<file path="config.mk">
export PLATFORM = sky130hd
export DESIGN_NAME = read_pointer_empty_level
export DESIGN_NICKNAME = d
export VERILOG_FILES = /design/src/rtl/read_pointer_empty_level.sv
export SDC_FILE = /design/constraint.sdc
export NUM_CORES = 1
export LEC_CHECK = 0
export BUFFER_PORTS_ARGS = -buffer_cell sky130_fd_sc_hd__buf_2
export CAP_MARGIN = 20
export CORE_ASPECT_RATIO = 0.9
export CORE_MARGIN = 1.5
export CORE_UTILIZATION = 30
export DETAILED_ROUTE_END_ITERATION = 6
export PLACE_DENSITY = 0.53
export SYNTH_ARGS = -nofsm -noshare
export SYNTH_HDL_FRONTEND = slang
export SYNTH_SLANG_ARGS = --single-unit
</file>
<file path="constraint.sdc">
create_clock -name read_clk -period 2.15 [get_ports read_clk]
set_input_delay 0.3225 -clock read_clk [delete_from_list [all_inputs] [get_ports read_clk]]
set_output_delay 0.3225 -clock read_clk [all_outputs]
set_load 0.005 [all_outputs]
</file>
<file path="src/rtl/read_pointer_empty_level.sv">
// Read-side pointer logic for an asynchronous FIFO: Gray read pointer, write-pointer
// synchronizer, and registered empty / almost-empty / level / underflow flags.
module read_pointer_empty_level #(
   parameter int ADDRESS_SIZE       = 3,
   parameter int SYNC_STAGES        = 2,
   parameter int ALMOST_EMPTY_LEVEL = 1
) (
   input  logic                    read_clk,
   input  logic                    read_reset,
   input  logic                    read_increment,
   input  logic [ADDRESS_SIZE:0]   write_pointer,
   output logic [ADDRESS_SIZE-1:0] read_address,
   output logic [ADDRESS_SIZE:0]   read_pointer,
   output logic                    read_empty,
   output logic                    read_almost_empty,
   output logic [ADDRESS_SIZE:0]   read_level,
   output logic                    read_underflow
);

   localparam int PW = ADDRESS_SIZE + 1;
   localparam logic [ADDRESS_SIZE:0] AE_LEVEL = PW'(ALMOST_EMPTY_LEVEL);

   function automatic logic [ADDRESS_SIZE:0] bin_to_gray(input logic [ADDRESS_SIZE:0] b);
      return (b >> 1) ^ b;
   endfunction

   function automatic logic [ADDRESS_SIZE:0] gray_to_bin(input logic [ADDRESS_SIZE:0] g);
      logic [ADDRESS_SIZE:0] b;
      b[ADDRESS_SIZE] = g[ADDRESS_SIZE];
      for (int i = ADDRESS_SIZE - 1; i >= 0; i--) begin
         b[i] = b[i+1] ^ g[i];
      end
      return b;
   endfunction

   logic [ADDRESS_SIZE:0] rbin;
   logic [ADDRESS_SIZE:0] rbin_next;
   logic [ADDRESS_SIZE:0] rgraynext;
   logic [ADDRESS_SIZE:0] sync_chain [SYNC_STAGES];
   logic [ADDRESS_SIZE:0] sync_wptr;
   logic [ADDRESS_SIZE:0] wbin_s;
   logic [ADDRESS_SIZE:0] level_next;
   logic                  pop;

   // Only the first synchronizer stage ever samples the foreign-domain pointer.
   always_ff @(posedge read_clk) begin
      if (read_reset) begin
         for (int i = 0; i < SYNC_STAGES; i++) begin
            sync_chain[i] <= '0;
         end
      end else begin
         sync_chain[0] <= write_pointer;
         for (int i = 1; i < SYNC_STAGES; i++) begin
            sync_chain[i] <= sync_chain[i-1];
         end
      end
   end

   assign sync_wptr  = sync_chain[SYNC_STAGES-1];
   assign wbin_s     = gray_to_bin(sync_wptr);
   assign pop        = read_increment & ~read_empty;
   assign rbin_next  = rbin + {{ADDRESS_SIZE{1'b0}}, pop};
   assign rgraynext  = bin_to_gray(rbin_next);
   // Flags are computed from the post-pop pointer so an emptying read flags empty at once.
   assign level_next = wbin_s - rbin_next;

   always_ff @(posedge read_clk) begin
      if (read_reset) begin
         rbin              <= '0;
         read_address      <= '0;
         read_pointer      <= '0;
         read_level        <= '0;
         read_empty        <= 1'b1;
         read_almost_empty <= 1'b1;
         read_underflow    <= 1'b0;
      end else begin
         rbin              <= rbin_next;
         read_address      <= rbin_next[ADDRESS_SIZE-1:0];
         read_pointer      <= rgraynext;
         read_level        <= level_next;
         read_empty        <= (rgraynext == sync_wptr);
         read_almost_empty <= (level_next <= AE_LEVEL);
         read_underflow    <= read_increment & read_empty;
      end
   end

endmodule
</file>
==> run_summary.xml <==
<?xml version="1.0" encoding="UTF-8"?>
<metrics>
  <group name="routing">
    <metric name="drt_wl_total" unit="microns">1530</metric>
    <metric name="vias" unit="">617</metric>
    <metric name="post_drt_wl_per_cell" unit="microns">10.1</metric>
    <metric name="drt-pass1-iter-count" unit="">4</metric>
    <metric name="final_antenna_net_count" unit="">0</metric>
    <metric name="drcViolationCount" unit="">0</metric>
    <metric name="drtIter0Drc" unit="">16</metric>
    <metric name="via_per_inst" unit="">4.06</metric>
  </group>
  <group name="setup_path">
    <metric name="worstPathCellList" unit="">xnor3_2 -&gt; xor2_1 -&gt; ha_2 -&gt; inv_1 -&gt; ha_1 -&gt; o21bai_1 -&gt; xnor2_1 -&gt; a31o_1</metric>
    <metric name="arrival" unit="ps">2250</metric>
    <metric name="critical_path.max_stage_delay" unit="ps">460</metric>
    <metric name="critPathCaptureType" unit="">register</metric>
    <metric name="worst_ep_required_time" unit="ps">2360</metric>
    <metric name="critical_path.startpoint_type" unit="">register</metric>
    <metric name="regToRegSetupSlack" unit="ps">110</metric>
    <metric name="cp_max_fo" unit="">4</metric>
    <metric name="worstSetupPathType" unit="">register to register</metric>
    <metric name="worst_path_max_delay_cell" unit="">sky130_fd_sc_hd__xnor3_2</metric>
    <metric name="critical_path_buf_inv_count" unit="">1</metric>
    <metric name="cell_family_contributing_the_most_delay_on_the_critical_path" unit="">XOR/XNOR gates</metric>
  </group>
  <group name="finish">
    <metric name="most-common-layout-cells" unit="">20 x sky130_fd_sc_hd__buf_2, 20 x sky130_fd_sc_hd__dfxtp_1, 11 x sky130_fd_sc_hd__nor2b_1</metric>
    <metric name="postLayoutCoreUtil" unit="%">41.4</metric>
    <metric name="final_cell_area" unit="sq um">1160</metric>
    <metric name="layout-drive-gt1-share" unit="%">40.2</metric>
    <metric name="antennaDiodeCount" unit="">0</metric>
    <metric name="finish.net_count" unit="">125</metric>
    <metric name="area_added_between_synthesis_and_finish" unit="%">28.1</metric>
  </group>
  <group name="worst_hold_path">
    <metric name="hold_path.class" unit="">input pin to register</metric>
  </group>
  <group name="sta">
    <metric name="worst_margin_slew" unit="ps">391</metric>
    <metric name="finalHoldViolations" unit="">0</metric>
    <metric name="upper_clock_frequency_limit" unit="GHz">0.490</metric>
    <metric name="skew" unit="ps">2.95</metric>
    <metric name="timing.final.ws_setup" unit="ps">109</metric>
    <metric name="slew_violations" unit="">0</metric>
    <metric name="relSlewSlack" unit="%">73.9</metric>
    <metric name="final_period_minus_worst_setup_slack" unit="ps">2040</metric>
    <metric name="final_setup_violation_count" unit="">0</metric>
    <metric name="timing.final.crit_share" unit="%">94.9</metric>
  </group>
  <group name="floorplan">
    <metric name="design.core.area" unit="sq um">2820</metric>
    <metric name="floorplan_die_area" unit="sq um">3370</metric>
    <metric name="die_w" unit="microns">61.0</metric>
    <metric name="rows" unit="">18</metric>
    <metric name="initial_utilization" unit="%">32.3</metric>
    <metric name="die_height" unit="microns">55.2</metric>
    <metric name="boundaryPins" unit="">21</metric>
  </group>
  <group name="place">
    <metric name="portBuffers" unit="">20</metric>
    <metric name="dp_hpwl" unit="microns">1110</metric>
    <metric name="post_dp_cell_area" unit="sq um">1090</metric>
    <metric name="place.gp.congestion" unit="">0.711</metric>
    <metric name="post-place-ws" unit="ps">-130</metric>
  </group>
  <group name="logic_synthesis">
    <metric name="synth_largest_type_area_fraction" unit="%">48.4</metric>
    <metric name="synth_seq_area_share" unit="%">48.4</metric>
    <metric name="syn_area_per_cell" unit="sq um">11.0</metric>
    <metric name="postSynthNetCount" unit="">95</metric>
    <metric name="synth.area.top_cells" unit="">sky130_fd_sc_hd__dfxtp_1 48%, sky130_fd_sc_hd__nor2b_1 7.6%, sky130_fd_sc_hd__ha_1 6.9%</metric>
    <metric name="number_of_enable_flip_flop_cells_after_synthesis" unit="">0</metric>
    <metric name="synth_area_leader_cell" unit="">sky130_fd_sc_hd__dfxtp_1</metric>
    <metric name="fraction_of_synthesis_flops_using_an_asynchronous_set_or_reset_pin" unit="%">0</metric>
    <metric name="syn-instance-count" unit="">83</metric>
    <metric name="synth_ff_type" unit="">sky130_fd_sc_hd__dfxtp_1</metric>
    <metric name="yosys_warnings" unit="">0</metric>
    <metric name="synth.lib_cells_used.distinct" unit="">25</metric>
    <metric name="postSynthRegisterBits" unit="">22</metric>
    <metric name="syn_area" unit="sq um">910</metric>
  </group>
  <group name="clock_network">
    <metric name="htreeDepth" unit="">1</metric>
    <metric name="numCtsBuffers" unit="">3</metric>
    <metric name="ctsLongestPathBuffers" unit="">2</metric>
    <metric name="clkSlewWorstSetupHoldPaths" unit="ps">110</metric>
    <metric name="cts.hold.buffers_added" unit="">0</metric>
    <metric name="clockRootBuffer" unit="">sky130_fd_sc_hd__clkbuf_4</metric>
    <metric name="cts_tree" unit="">built</metric>
    <metric name="clock_insertion_delay_worst_skew" unit="ps">300</metric>
    <metric name="cts.sinks" unit="">22</metric>
  </group>
  <group name="global_routing">
    <metric name="grt_pass1_wl" unit="microns">2530</metric>
    <metric name="grt_overflow" unit="">0</metric>
    <metric name="track_usage" unit="%">9.73</metric>
    <metric name="grt_max_degree" unit="">23</metric>
    <metric name="grt_antenna_before_repair" unit="">0</metric>
    <metric name="vias_in_the_first_global_route" unit="">584</metric>
  </group>
  <group name="power_and_ir_drop">
    <metric name="static-leakage-power" unit="nW">0.534</metric>
    <metric name="ir_drop" unit="mV">0.315</metric>
    <metric name="power_per_cell_area" unit="nW/um^2">724</metric>
  </group>
  <group name="run">
    <metric name="cap_violations" unit="">0</metric>
  </group>
  <group name="status">
    <metric name="run_status" unit="">complete, no violations</metric>
  </group>
</metrics>
## Yosys cell counts, drive strengths merged, types with 2 or more instances
cell    instances
nand2           2
xnor2           6
clkbuf          2
inv             3
dfxtp          22
a31o            2
nor2           10
nor2b          11
ha              5
xor2            7
## area by class of cell
| cell class | count | area, sq um |
|---|---|---|
| Tap cell | 40 | 50.0 |
| Multi-Input combinational cell | 55 | 464 |
| Sequential cell | 22 | 443 |
| Inverter | 3 | 11.3 |
| Fill cell | 289 | 1650 |
| Timing Repair Buffer | 28 | 160 |
| Clock buffer | 4 | 36.3 |
## path summary, 6_finish.rpt
kind,from,to,cells past startpoint
worst max-delay path,sync_chain[0][6]$_SDFF_PP0_,read_almost_empty$_SDFF_PP1_,8
worst min-delay path,write_pointer[2],sync_chain[0][2]$_SDFF_PP0_,2
worst max register to register,sync_chain[0][6]$_SDFF_PP0_,read_almost_empty$_SDFF_PP1_,8
worst min register to register,sync_chain[0][2]$_SDFF_PP0_,sync_chain[0][6]$_SDFF_PP0_,1
## flip-flops by register name, summed over array words and instances, names as in the netlist
register / cells
sync_chain: 8
read_level: 4
read_pointer: 4
read_address: 2
rbin: 1
read_almost_empty: 1
read_empty: 1
read_underflow: 1
## power breakdown
part	switching (mW)	leakage, nW	internal [mW]
Combinational	0.0748	0.332	0.0941
Clock	0.118	0.0210	0.103
Sequential	0.0121	0.181	0.442
## repair_timing
| item | CTS | global route |
|---|---|---|
| endpoints found under the setup margin | 1 | 2 |
| pin swaps | 0 | 4 |
| setup buffers | 0 | 2 |
| gates resized for setup | 1 | 5 |
## per-layer routing
layer  share of wire (%)  global-route usage (%)
met5                   0                       0
met4                0.92                   0.932
met3                 6.7                    4.22
met2                  42                    14.4
met1                  51                    13.6
## cell families (layout without fill, tap and decap cells)
logic type | count (synthesis) | after routing | synth area share, %
mux | 1 | 1 | 1.24
xor+xnor | 15 | 15 | 19.0
simple gates | 27 | 27 | 15.1
compound gates | 7 | 7 | 6.88
buf+inv | 6 | 35 | 2.48
fa+ha+maj | 5 | 5 | 6.88
flops | 22 | 22 | 48.4
## through the flow
stage	hold WS (ps)	power, mW	std cells	TNS, ps
floorplan	394	0.566	83	0
global placement	425	0.623	146	-127
detailed placement	429	0.623	146	-176
CTS	204	0.855	150	0
global route	195	0.894	152	-17.3
finish	219	0.844	152	0
No activity file was read; power rests on OpenSTA's default activity.
